--- config.mk ---
export PLATFORM = sky130hd
export DESIGN_NAME = rom_arbiter
export DESIGN_NICKNAME = d
export VERILOG_FILES = /design/src/rtl/rom_arb_pkg.sv /design/src/rtl/rom_arbiter.sv
export SDC_FILE = /design/constraint.sdc
export NUM_CORES = 1
export LEC_CHECK = 0
export BUFFER_PORTS_ARGS = -buffer_cell sky130_fd_sc_hd__buf_4
export CAP_MARGIN = 30
export CORE_MARGIN = 3
export CORE_UTILIZATION = 49
export CTS_CLUSTER_DIAMETER = 60
export DETAILED_ROUTE_END_ITERATION = 8
export PLACE_DENSITY_LB_ADDON = 0.08
export SLEW_MARGIN = 25
export SYNTH_ARGS = -nofsm -noshare
export SYNTH_HDL_FRONTEND = slang
export SYNTH_SLANG_ARGS = --single-unit
--- constraint.sdc ---
create_clock -name clk -period 1.9 [get_ports clk]
set_input_delay 0.19 -clock clk [delete_from_list [all_inputs] [get_ports clk]]
set_output_delay 0.19 -clock clk [all_outputs]
set_load 0.01 [all_outputs]
--- src/rtl/rom_arb_pkg.sv ---
// Shared types and constants for the two-requester ROM burst arbiter.
package rom_arb_pkg;

  // Width of the burst-length field (length minus one, 1..16 beats).
  localparam int LEN_W = 4;

  // Arbiter control states.
  typedef enum logic [1:0] {
    IDLE  = 2'd0,
    ISSUE = 2'd1,
    DRAIN = 2'd2
  } state_t;

endpackage

--- src/rtl/rom_arbiter.sv ---
// Two-requester round-robin arbiter that streams bursts out of an external
// synchronous ROM (one-cycle read latency). One address is issued per ISSUE
// cycle; the matching data beat is flagged valid one cycle later, and the
// final beat lands in the single DRAIN cycle together with the done pulse.
module rom_arbiter
  import rom_arb_pkg::*;
#(
  parameter int DATA_WIDTH = 8,
  parameter int ADDR_WIDTH = 8
) (
  input  logic                  clk,
  input  logic                  rst,
  input  logic                  req0,
  input  logic                  req1,
  input  logic [ADDR_WIDTH-1:0] addr0,
  input  logic [ADDR_WIDTH-1:0] addr1,
  input  logic [LEN_W-1:0]      len0,
  input  logic [LEN_W-1:0]      len1,
  output logic                  gnt0,
  output logic                  gnt1,
  output logic                  rvalid0,
  output logic                  rvalid1,
  output logic                  done0,
  output logic                  done1,
  output logic [DATA_WIDTH-1:0] rdata,
  output logic [ADDR_WIDTH-1:0] rom_addr,
  input  logic [DATA_WIDTH-1:0] rom_q
);

  localparam logic [ADDR_WIDTH-1:0] ADDR_ONE = 1;
  localparam logic [LEN_W-1:0]      LEN_ONE  = 1;
  localparam logic [LEN_W-1:0]      LEN_ZERO = 0;

  state_t                state;
  logic                  owner;        // 0: requester 0 owns the burst, 1: requester 1
  logic                  last_served;  // requester granted most recently
  logic [ADDR_WIDTH-1:0] addr_cnt;
  logic [LEN_W-1:0]      beats_left;

  logic                  any_req;
  logic                  pick;
  logic [ADDR_WIDTH-1:0] pick_addr;
  logic [LEN_W-1:0]      pick_len;

  // The ROM data register is the read data; no extra pipeline stage.
  assign rdata = rom_q;

  // Round-robin pick: on contention favour whoever was not served last,
  // otherwise whoever is asking.
  always_comb begin
    any_req   = req0 | req1;
    pick      = (req0 & req1) ? ~last_served : req1;
    pick_addr = pick ? addr1 : addr0;
    pick_len  = pick ? len1 : len0;
  end

  // Burst sequencer: arbitrate in IDLE, walk addresses in ISSUE, flush in DRAIN.
  always_ff @(posedge clk or posedge rst) begin
    if (rst) begin
      state       <= IDLE;
      owner       <= 1'b0;
      last_served <= 1'b1;
      addr_cnt    <= '0;
      beats_left  <= '0;
      rom_addr    <= '0;
      gnt0        <= 1'b0;
      gnt1        <= 1'b0;
      rvalid0     <= 1'b0;
      rvalid1     <= 1'b0;
      done0       <= 1'b0;
      done1       <= 1'b0;
    end else begin
      // Status outputs are single-cycle pulses unless re-armed below.
      gnt0    <= 1'b0;
      gnt1    <= 1'b0;
      rvalid0 <= 1'b0;
      rvalid1 <= 1'b0;
      done0   <= 1'b0;
      done1   <= 1'b0;
      case (state)
        IDLE: begin
          if (any_req) begin
            state       <= ISSUE;
            owner       <= pick;
            last_served <= pick;
            addr_cnt    <= pick_addr;
            rom_addr    <= pick_addr;
            beats_left  <= pick_len;
            gnt0        <= ~pick;
            gnt1        <= pick;
          end
        end
        ISSUE: begin
          // The address presented this cycle returns data next cycle.
          rvalid0  <= ~owner;
          rvalid1  <= owner;
          addr_cnt <= addr_cnt + ADDR_ONE;
          if (beats_left == LEN_ZERO) begin
            // Last address issued; rom_addr keeps it while idle.
            state <= DRAIN;
            done0 <= ~owner;
            done1 <= owner;
          end else begin
            beats_left <= beats_left - LEN_ONE;
            rom_addr   <= addr_cnt + ADDR_ONE;
          end
        end
        DRAIN: begin
          state <= IDLE;
        end
        default: begin
          state <= IDLE;
        end
      endcase
    end
  end

endmodule

==> run metrics <==
Remaining Overflow, GRT 0; Most Crowded Layer GR met2; distinct cell type count after synthesis between 40 and 50; CTS HTree Levels 2; Crit Path Class flip-flop to flip-flop; data arrival time of the worst path 2.00 ns; min cycle time layout between 1.5 and 2 ns; number of endpoints failing setup at the final stage 0; Post-DRT Antenna Nets 0; total routed wirelength 3450 microns; met2 Resource Use GR 0.284; half-perimeter wire length after detailed placement 2590 microns; Async S/R FF share, synth 1.00; first-pass GRT wire length 6060 microns; initial antenna violation count 0; WP buf/inv 2; number of top-level pins 58; number of storage elements in the synthesis netlist 30; final non-filler cell total 241; clock buffer depth 2; part of the Yosys area used for sequential elements 0.479; wire length per cell after detailed routing ~14 microns; clock root cell clkbuf_4; final critical-path share of the clock period 0.907; Crit. End Element flip-flop; die area 3920 sq um; accumulated negative setup slack 0 ns; Starting Density 0.542; Placed Area roughly 1900 sq um; per-instance average area after synthesis 9.88 sq um; total power divided by cell area roughly 1600 nW/um^2; count of unresolved DRC violations after routing 0; leading post-synthesis cells by cell area dfrtp_1, mux2_2, nand2_1; maximum operating frequency roughly 580 MHz; ant diodes 0; tightest hold margin 0.0447 ns; clk_skew 0.00286 ns; met3 usage 0.0594; Worst-path clk slew 0.10 ns; overall power of the completed layout 3190 uW; Initial DRT Pass Iterations 4; fraction of final layout cells sized beyond drive strength 1 0.362; top-area cell type share of the netlist area 0.462; synthesized netlist net count 197; area of the mapped netlist 1570 sq um; Total Routing Usage GR 0.194; most frequent cells after synthesis dfrtp_1, nand2_1, a21oi_1; max-cap violations 0; critical path startpoint category flip-flop; Sw Pwr 1230 uW; min-delay worst type primary input to flip-flop; worst-path cell with the longest stage delay dfrtp_1; area of the core region 2900 sq um; setup bufs post-CTS 0; RSZ-0062 raised after global routing no; most frequently used cell type in the post-synthesis netlist dfrtp_1; crit path cell chain inv_1, ha_1, a311o_2, buf_4, nor4_1, a211o_1; maximum number of pins on one net before global-route repair 31; cell count after placement 232; net count of the finished layout 236; clk_lat worst skew roughly 0.33 ns; stage delay of the slowest cell on the critical path 0.41 ns; most common flop cell mapped by yosys dfrtp_1; detailed-route via count 1306; combinational power share 0.493; pin slew with the least headroom to its limit around 0.57 ns; die height 62.6 microns; worst-path maximum fanout 15; clock sinks 30; Vias per Instance 5.42; worst slew slack as a fraction of its limit 0.617; max-slew violation count 0; CTS tree done; CP Data Required Time 2.18 ns; Port Buffer Count 41; clock network fraction of design power 0.128; final weighted congestion in routability-driven placement 0.778; Post-Synthesis Cells 159; run status finished, final reports clean; Final Hold Vio Count 0; Die Wd 62.6 microns; Final Cell Area 1940 sq um; switching fraction of total power 0.385; number of buffers created by CTS 5; number of DRC markers after the initial detailed-route iteration 79; count of yosys warnings during synthesis 0; maximum vdd drop 0.957 mV; vias in the first global route about 1300; signed area change from the synthesized netlist to the final layout 23.6%; routing usage on met1 0.268; relative contribution of sequential cells to total power 0.379; library cell with the largest summed area after synthesis dfrtp_1; Internal 1960 uW; leakage power summed over all cells 0.000922 uW; Core Rows 19; EDFF count, synth 0; Top Family by Delay on Critical Path compound AO/OA/AOI/OAI gates
path summary, 6_finish.rpt:
| path | start | to | slack [ns] | cells after the start |
|---|---|---|---|---|
| max | beats_left[0] | beats_left[0] | 0.18 | 6 |
| min | req0 | last_served | 0.04 | 2 |
| max reg2reg | beats_left[0] | beats_left[0] | 0.18 | 6 |
| min reg2reg | owner | done0 | 0.49 | 1 |
| max in group asynchronous | rst | last_served | 1.11 | 4 |
| min in group asynchronous | rst | owner | 0.47 | 4 |
cells in the final DEF (no fill, tap or decap), types with 2 or more instances in the layout:
cell	netlist	final
xor2_1	3	3
o21ai_0	3	3
nand3_1	5	5
a31oi_1	2	2
clkbuf_4	0	5
nor2b_1	2	2
and2_1	2	2
mux2i_1	2	2
nor2_1	9	9
a31o_2	2	2
buf_4	9	46
inv_1	4	4
a21oi_1	13	13
mux2_2	8	8
a22oi_1	2	2
nand4_1	2	2
nor3_1	3	3
a21o_1	5	5
and3_1	3	3
nand2_1	20	20
ha_1	2	2
o31ai_1	6	6
dfrtp_1	29	29
kinds of logic (layout without fill, tap and decap cells):
kind of cell,after synthesis,count (layout),share of synthesized area
AOI/OAI and AO/OA,42,42,0.183
xor gates and xnor gates,4,4,0.0223
adders and majority gates,2,2,0.0159
buffers and inverters,20,60,0.0756
DFF,30,30,0.479
muxes,10,10,0.0701
and+or+nand+nor,51,51,0.154
cell type report:
cell class              count  area (sq um)
clock buffers               6          51.3
clock inverters             2          12.5
fillers                   251           957
inverters                   5          18.8
multi-input cells         109           701
flip-flops and latches     30           752
well taps                  42          52.6
repair buffers             47           355
sequential cells by signal (all words and copies together) (netlist names):
| register | count |
|---|---|
| addr_cnt | 8 |
| rom_addr | 8 |
| beats_left | 4 |
| state | 2 |
| done0 | 1 |
| done1 | 1 |
| gnt0 | 1 |
| gnt1 | 1 |
| last_served | 1 |
| owner | 1 |
| rvalid0 | 1 |
| rvalid1 | 1 |
routing by layer:
metal  vias to the layer above  wire length (microns)
met5                         -                      0
met4                         0                     69
met3                        14                    267
met2                        51                   1530
met1                       606                   1580
li1                        635                      -
power by group through the flow:
stage	clock network, uW	registers, uW	logic (uW)
2_1_floorplan	0	1230	1100
3_3_place_gp	0	1210	1530
5_1_grt	451	1260	1780
4_1_cts	416	1210	1590
6_report	408	1210	1580
3_5_place_dp	0	1220	1580
worst register-to-register path: cells and delay by family (launching register included):
family	cells	cell delay, ns
buf+inv	2	0.25
compound gates	2	0.49
flops	1	0.41
simple gates	1	0.28
fa+ha+maj	1	0.24
what timing repair did:
action                                  4_1_cts  5_1_grt
hold buffers                                  1        0
resized for setup                             0        0
endpoints found under the hold margin        29        0
endpoints found under the setup margin        0        0
metrics by stage:
stage | worst slack [ns] | util
after floorplan | 0.351 | -
after global placement | 0.289 | 0.645
after detailed placement | 0.229 | 0.645
after CTS | 0.200 | 0.670
after global routing | 0.0758 | 0.670
final | 0.176 | 0.670
Power figures use the tool's default switching activity.
